$ cat config.mk
export PLATFORM = sky130hd
export DESIGN_NAME = alarm_timer
export DESIGN_NICKNAME = d
export VERILOG_FILES = /design/src/rtl/alarm_timer_pkg.sv /design/src/rtl/alarm_prescaler.sv /design/src/rtl/alarm_timer.sv
export SDC_FILE = /design/constraint.sdc
export NUM_CORES = 1
export LEC_CHECK = 0
export ABC_AREA = 1
export CAP_MARGIN = 10
export CORE_UTILIZATION = 25
export CTS_BUF_LIST = sky130_fd_sc_hd__clkbuf_4
export CTS_CLUSTER_SIZE = 28
export DETAILED_ROUTE_END_ITERATION = 10
export SYNTH_ARGS = -nofsm -noshare
export SYNTH_HDL_FRONTEND = slang
export SYNTH_SLANG_ARGS = --single-unit
$ cat constraint.sdc
create_clock -name clk -period 2.62 [get_ports clk]
set_input_delay 0.262 -clock clk [delete_from_list [all_inputs] [get_ports clk]]
set_output_delay 0.262 -clock clk [all_outputs]
set_load 0.03 [all_outputs]
$ cat src/rtl/alarm_timer_pkg.sv
// Shared register map, CTRL bit positions and state encoding for alarm_timer.
package alarm_timer_pkg;

    localparam logic [1:0] ADDR_RELOAD = 2'd0;
    localparam logic [1:0] ADDR_CTRL   = 2'd1;
    localparam logic [1:0] ADDR_STOP   = 2'd2;

    localparam int CTRL_START = 0;
    localparam int CTRL_AUTO  = 1;

    typedef enum logic [1:0] {
        IDLE  = 2'd0,
        RUN   = 2'd1,
        FIRED = 2'd2
    } state_e;

endpackage

$ cat src/rtl/alarm_prescaler.sv
// Divides clk by PRESCALE into a one-cycle tick; counts only while enabled.
module alarm_prescaler #(
    parameter int PRESCALE = 90000
) (
    input  logic clk,
    input  logic rst,
    input  logic clear,
    input  logic enable,
    output logic tick
);

    localparam int CNT_W = (PRESCALE > 1) ? $clog2(PRESCALE) : 1;
    localparam logic [CNT_W-1:0] LAST = CNT_W'(PRESCALE - 1);

    logic [CNT_W-1:0] cnt_q, cnt_d;

    assign tick = enable && (cnt_q == LAST);

    // NOTE: every always_comb output gets a default first, so no latch is inferred.
    always_comb begin
        cnt_d = cnt_q;
        if (clear) begin
            cnt_d = '0;
        end else if (enable) begin
            cnt_d = (cnt_q == LAST) ? '0 : cnt_q + CNT_W'(1);
        end
    end

    // NOTE: sequential state uses non-blocking assignments only.
    always_ff @(posedge clk or posedge rst) begin
        if (rst) begin
            cnt_q <= '0;
        end else begin
            cnt_q <= cnt_d;
        end
    end

endmodule

$ cat src/rtl/alarm_timer.sv
// CPU-programmable countdown/alarm timer with level irq and ack handshake.
// Optional missed-interrupt counter enabled by defining ALARM_TIMER_MISS_CNT_EN.
module alarm_timer
    import alarm_timer_pkg::*;
#(
    parameter int PRESCALE = 90000,
    parameter int WIDTH    = 16
) (
    input  logic             clk,
    input  logic             rst,
    input  logic             wr_en,
    input  logic [1:0]       wr_addr,
    input  logic [WIDTH-1:0] wr_data,
    input  logic             irq_ack,
    output logic             irq,
    output logic             busy,
`ifdef ALARM_TIMER_MISS_CNT_EN
    output logic [WIDTH-1:0] count,
    output logic [7:0]       miss_cnt
`else
    output logic [WIDTH-1:0] count
`endif
);

    state_e           state_q, state_d;
    logic [WIDTH-1:0] reload_q, reload_d;
    logic [WIDTH-1:0] count_q, count_d;
    logic             auto_q, auto_d;
    logic             irq_q, irq_d;
    logic             busy_q, busy_d;

    logic wr_reload, wr_ctrl, wr_stop, start, pre_en, tick, expire;

    assign wr_reload = wr_en && (wr_addr == ADDR_RELOAD);
    assign wr_ctrl   = wr_en && (wr_addr == ADDR_CTRL);
    assign wr_stop   = wr_en && (wr_addr == ADDR_STOP);
    assign start     = wr_ctrl && wr_data[CTRL_START];

    // A start or STOP in a tick cycle overrides that tick, so the prescaler is held off.
    assign pre_en = (state_q == RUN) && !start && !wr_stop;
    assign expire = tick && (count_q == WIDTH'(1));

    alarm_prescaler #(
        .PRESCALE(PRESCALE)
    ) u_prescaler (
        .clk   (clk),
        .rst   (rst),
        .clear (start),
        .enable(pre_en),
        .tick  (tick)
    );

    always_comb begin
        state_d  = state_q;
        reload_d = reload_q;
        count_d  = count_q;
        auto_d   = auto_q;
        irq_d    = irq_q;

        if (irq_ack) irq_d = 1'b0;
        if (wr_reload) reload_d = wr_data;
        if (wr_ctrl) auto_d = wr_data[CTRL_AUTO];

        if (start) begin
            count_d = reload_q;
            if (reload_q == '0) begin
                state_d = FIRED;
                irq_d   = 1'b1;
            end else begin
                state_d = RUN;
            end
        end else if (wr_stop) begin
            state_d = IDLE;
        end else if (expire) begin
            irq_d = 1'b1;
            if (auto_q && (reload_q != '0)) begin
                count_d = reload_q;
            end else begin
                count_d = '0;
                state_d = FIRED;
            end
        end else if (tick) begin
            count_d = count_q - WIDTH'(1);
        end

        busy_d = (state_d == RUN);
    end

    always_ff @(posedge clk or posedge rst) begin
        if (rst) begin
            state_q  <= IDLE;
            reload_q <= '0;
            count_q  <= '0;
            auto_q   <= 1'b0;
            irq_q    <= 1'b0;
            busy_q   <= 1'b0;
        end else begin
            state_q  <= state_d;
            reload_q <= reload_d;
            count_q  <= count_d;
            auto_q   <= auto_d;
            irq_q    <= irq_d;
            busy_q   <= busy_d;
        end
    end

    assign irq   = irq_q;
    assign busy  = busy_q;
    assign count = count_q;

`ifdef ALARM_TIMER_MISS_CNT_EN
    logic [7:0] miss_q, miss_d;

    // A miss is an expiry landing on an irq the CPU has not yet acknowledged.
    always_comb begin
        miss_d = miss_q;
        if (start) begin
            miss_d = '0;
        end else if (expire && irq_q && !irq_ack && (miss_q != 8'hFF)) begin
            miss_d = miss_q + 8'd1;
        end
    end

    always_ff @(posedge clk or posedge rst) begin
        if (rst) begin
            miss_q <= '0;
        end else begin
            miss_q <= miss_d;
        end
    end

    assign miss_cnt = miss_q;
`endif

endmodule

==> results.toml <==
[job]
cap_violations = 0

[clock_tree]
cts.clk_slew.worst_paths_ns = 0.16
clock_sinks = 54
h-tree-depth = 2
cts_root_buf = "clkbuf_4"
cts_buffers = 5
cts_tree = "yes"
clock_path_buffers = 2
cts_resized = 0
clock_latency_ns = 0.39
ctsHoldBuffers = 0
postCtsSetupRepairBufs = 0

[logic_synthesis]
yosys_warnings = 0
synth_top_area_share = 0.411
synth-compound-area-share = 0.0845
synth_top_area_cell = "dfrtp_1"
synthesis.instances = 423
synth_seq_cells = 54
syn-num-nets = 448
synth_area_mm2 = 0.00329
ys_types = 40
synth-simple-area-share = 0.332
muxShareOfSynthArea = 0.0377
ys_seq_area_frac = 0.411
synth_xor_area_frac = 0.0346
synthAdderAreaFrac = 0.0114
synth_top_family_by_area = "simple AND/OR/NAND/NOR gates"
synth_area_per_cell_um2 = 7.77
synth.area.top_cells = "dfrtp_1 (41%), nand2_1 (12%), nor2_1 (5.9%)"

[floorplan]
dieWidth_um = 117
ios = 40
coreArea_mm2 = 0.0127
start_util = 0.258
die_area_mm2 = 0.0136
die_h_um = 117
rows = 41

[drt]
avgViaCountPerCell = 4.49
routedWlPerCell_um = 13.0
wl_um = 8270
detail_route.first_pass.iterations = 4
vias = 2858
drt_iter0_markers = 177
drc = 0
ant_nets = 0

[timing]
final_max_slew_viol_count = 0
finalCritPeriodShare = 0.809
tns_ns = 0
fin_crit_ns = 2.12
timing.slew.headroom = 0.515
max_freq_mhz = 472
worst_pin_slew_ns = 0.726
setup_viol = 0
rsz0062_at_grt = "no"
hold_viol = 0
fin_skew_ns = 0.0143

[global_route]
grt_max_degree = 55
antenna_found_initial = 1
grt_pass1_vias = 2813
overflow = 0
grt_usage = 0.130
grt_pass1_wl_um = 13600

[critical_path]
r2r_cells = 12
critPathRequiredTime_ns = 2.94
critPathKind = "flop to flop"
reg2reg_slack_ns = 0.50
timing.rr.start = "count[1]"
reg2reg_to = "count[3]"
cp-end-kind = "flop"
startpoint = "count[1]"
start_kind = "flop"
endpoint = "count[3]"
crit_fanout = 22
critical_path_arrival_ns = 2.43

[cells_and_area]
layoutNonFillerInstCount = 636
utilization = 0.306
num-nets-final = 487
area_growth_pct = 18.5
drive_above_1_share = 0.127

[placement]
dpl.hpwl_um = 6160
gp_congestion = 0.835
dpl.cell_count = 627
numPortBuffers = 39

[pwr]
p_leak_nw = 1.76
vdd_drop_max_mv = 0.222
power_density_mw_per_mm2 = 627

[min_path]
hold_class = "input pin to async pin"

[run_status]
status = "finished clean"
## worst min-delay path by stage
stage	start	to	slack, ns	depth (start not counted)
4_1_cts	rst	u_prescaler.cnt_q[11]	0.39	3
3_3_place_gp	reload_q[1]	reload_q[1]	0.48	2
6_report	rst	u_prescaler.cnt_q[8]	0.37	3
5_1_grt	rst	u_prescaler.cnt_q[11]	0.43	3
3_5_place_dp	auto_q	auto_q	0.48	2
2_1_floorplan	irq_ack	irq	0.37	1
## registers in the layout, indices dropped and copies added, names as in the netlist
register,flops
irq,1
reload_q,16
auto_q,1
state_q,2
count,16
u_prescaler.cnt_q,17
busy,1
## placed cells by master (no fill, tap or decap), drive strengths merged
master	synthesis	layout
nand2	113	113
nor2	59	59
dfrtp	54	54
inv	54	54
clkdlybuf4s50	0	39
nand3	36	36
o21ai	23	23
nand4	14	14
a21oi	13	13
xor2	12	12
mux2	11	11
clkbuf	2	6
o22ai	5	5
buf	9	4
nor3	3	3
ha	3	3
nor4	2	2
a32o	2	2
clkinv	0	2
diode	0	1
o31ai	1	1
xnor2	1	1
nor3b	1	1
o211ai	1	1
nand3b	1	1
or2	1	1
o21a	1	1
a211oi	1	1
## cell families (layout without fill, tap and decap cells)
family | Yosys count | in the layout
XOR/XNOR | 13 | 13
buffers and inverters | 65 | 105
other | 0 | 1
multiplexers | 11 | 11
AND/OR/NAND/NOR | 230 | 230
adder cells (fa/ha/maj) | 3 | 3
AO/OA/AOI/OAI | 47 | 47
flip-flops | 54 | 54
## per-layer routing
layer / track usage / share of wire
met5: 0 / 0
met4: 0.0532 / 0.025
met3: 0.0270 / 0.046
met2: 0.204 / 0.46
met1: 0.175 / 0.47
## cell usage after synthesis
cell      number
ha_1           3
o211ai_1       1
nor3_1         3
buf_8          2
o21ai_2        1
a21oi_1       11
xnor2_1        1
a21oi_2        2
nor2_4         2
nand3_4        1
o21ai_0       12
mux2_2        11
nand4_1       13
nand3_2       11
nor2_2         5
dfrtp_1       54
a211oi_2       1
inv_4          2
o21ai_1       10
inv_2          5
o22ai_1        5
buf_6          1
nand2_1      109
clkbuf_1       2
nor2_1        52
inv_1         47
a32o_1         2
nor4_1         2
nand2_2        2
buf_2          4
nand3_1       24
nand3b_1       1
buf_4          2
nor3b_1        1
xor2_1        12
o31ai_1        1
nand4_4        1
o21a_1         1
nand2_4        2
or2_2          1
## power by group
| part | total (W) | internal, W | leakage, nW | switching [W] |
|---|---|---|---|---|
| Combinational | 0.000885 | 0.000355 | 1.04 | 0.000530 |
| Clock | 0.000383 | 0.000112 | 0.0331 | 0.000271 |
| Sequential | 0.00118 | 0.00100 | 0.686 | 0.000177 |
| Total | 0.00244 | 0.00147 | 1.76 | 0.000978 |
## through the flow
step	hold WS, ns	power (W)	instance area (µm²)	worst slack, ns
2_1_floorplan	0.373	0.00178	3290	0.826
3_3_place_gp	0.477	0.00205	3840	0.504
3_5_place_dp	0.482	0.00208	3840	0.453
4_1_cts	0.390	0.00247	3890	0.504
5_1_grt	0.428	0.00262	3900	0.338
6_report	0.368	0.00244	3900	0.501
## final cells by class
type                       count  area (µm²)
fill                        1435        8830
multi-input combinational    304        1650
sequential                    54        1350
timing repair buffer          43         420
tap                          172         215
inverter                      54         208
clock buffer                   6        45.0
clock inverter                 2        8.76
antenna                        1        2.50
## worst max-delay path, cell delays in order (launching register included)
cell	delay, ns
dfrtp_1	0.43
inv_1	0.11
ha_1	0.15
nand2_1	0.06
nor2_1	0.09
nand2_1	0.05
nor2_1	0.23
nand3_4	0.19
nand2_4	0.29
nand2_1	0.18
nand2_1	0.11
nand2_1	0.05
o21ai_1	0.08
(Power assumes the default switching activity.)
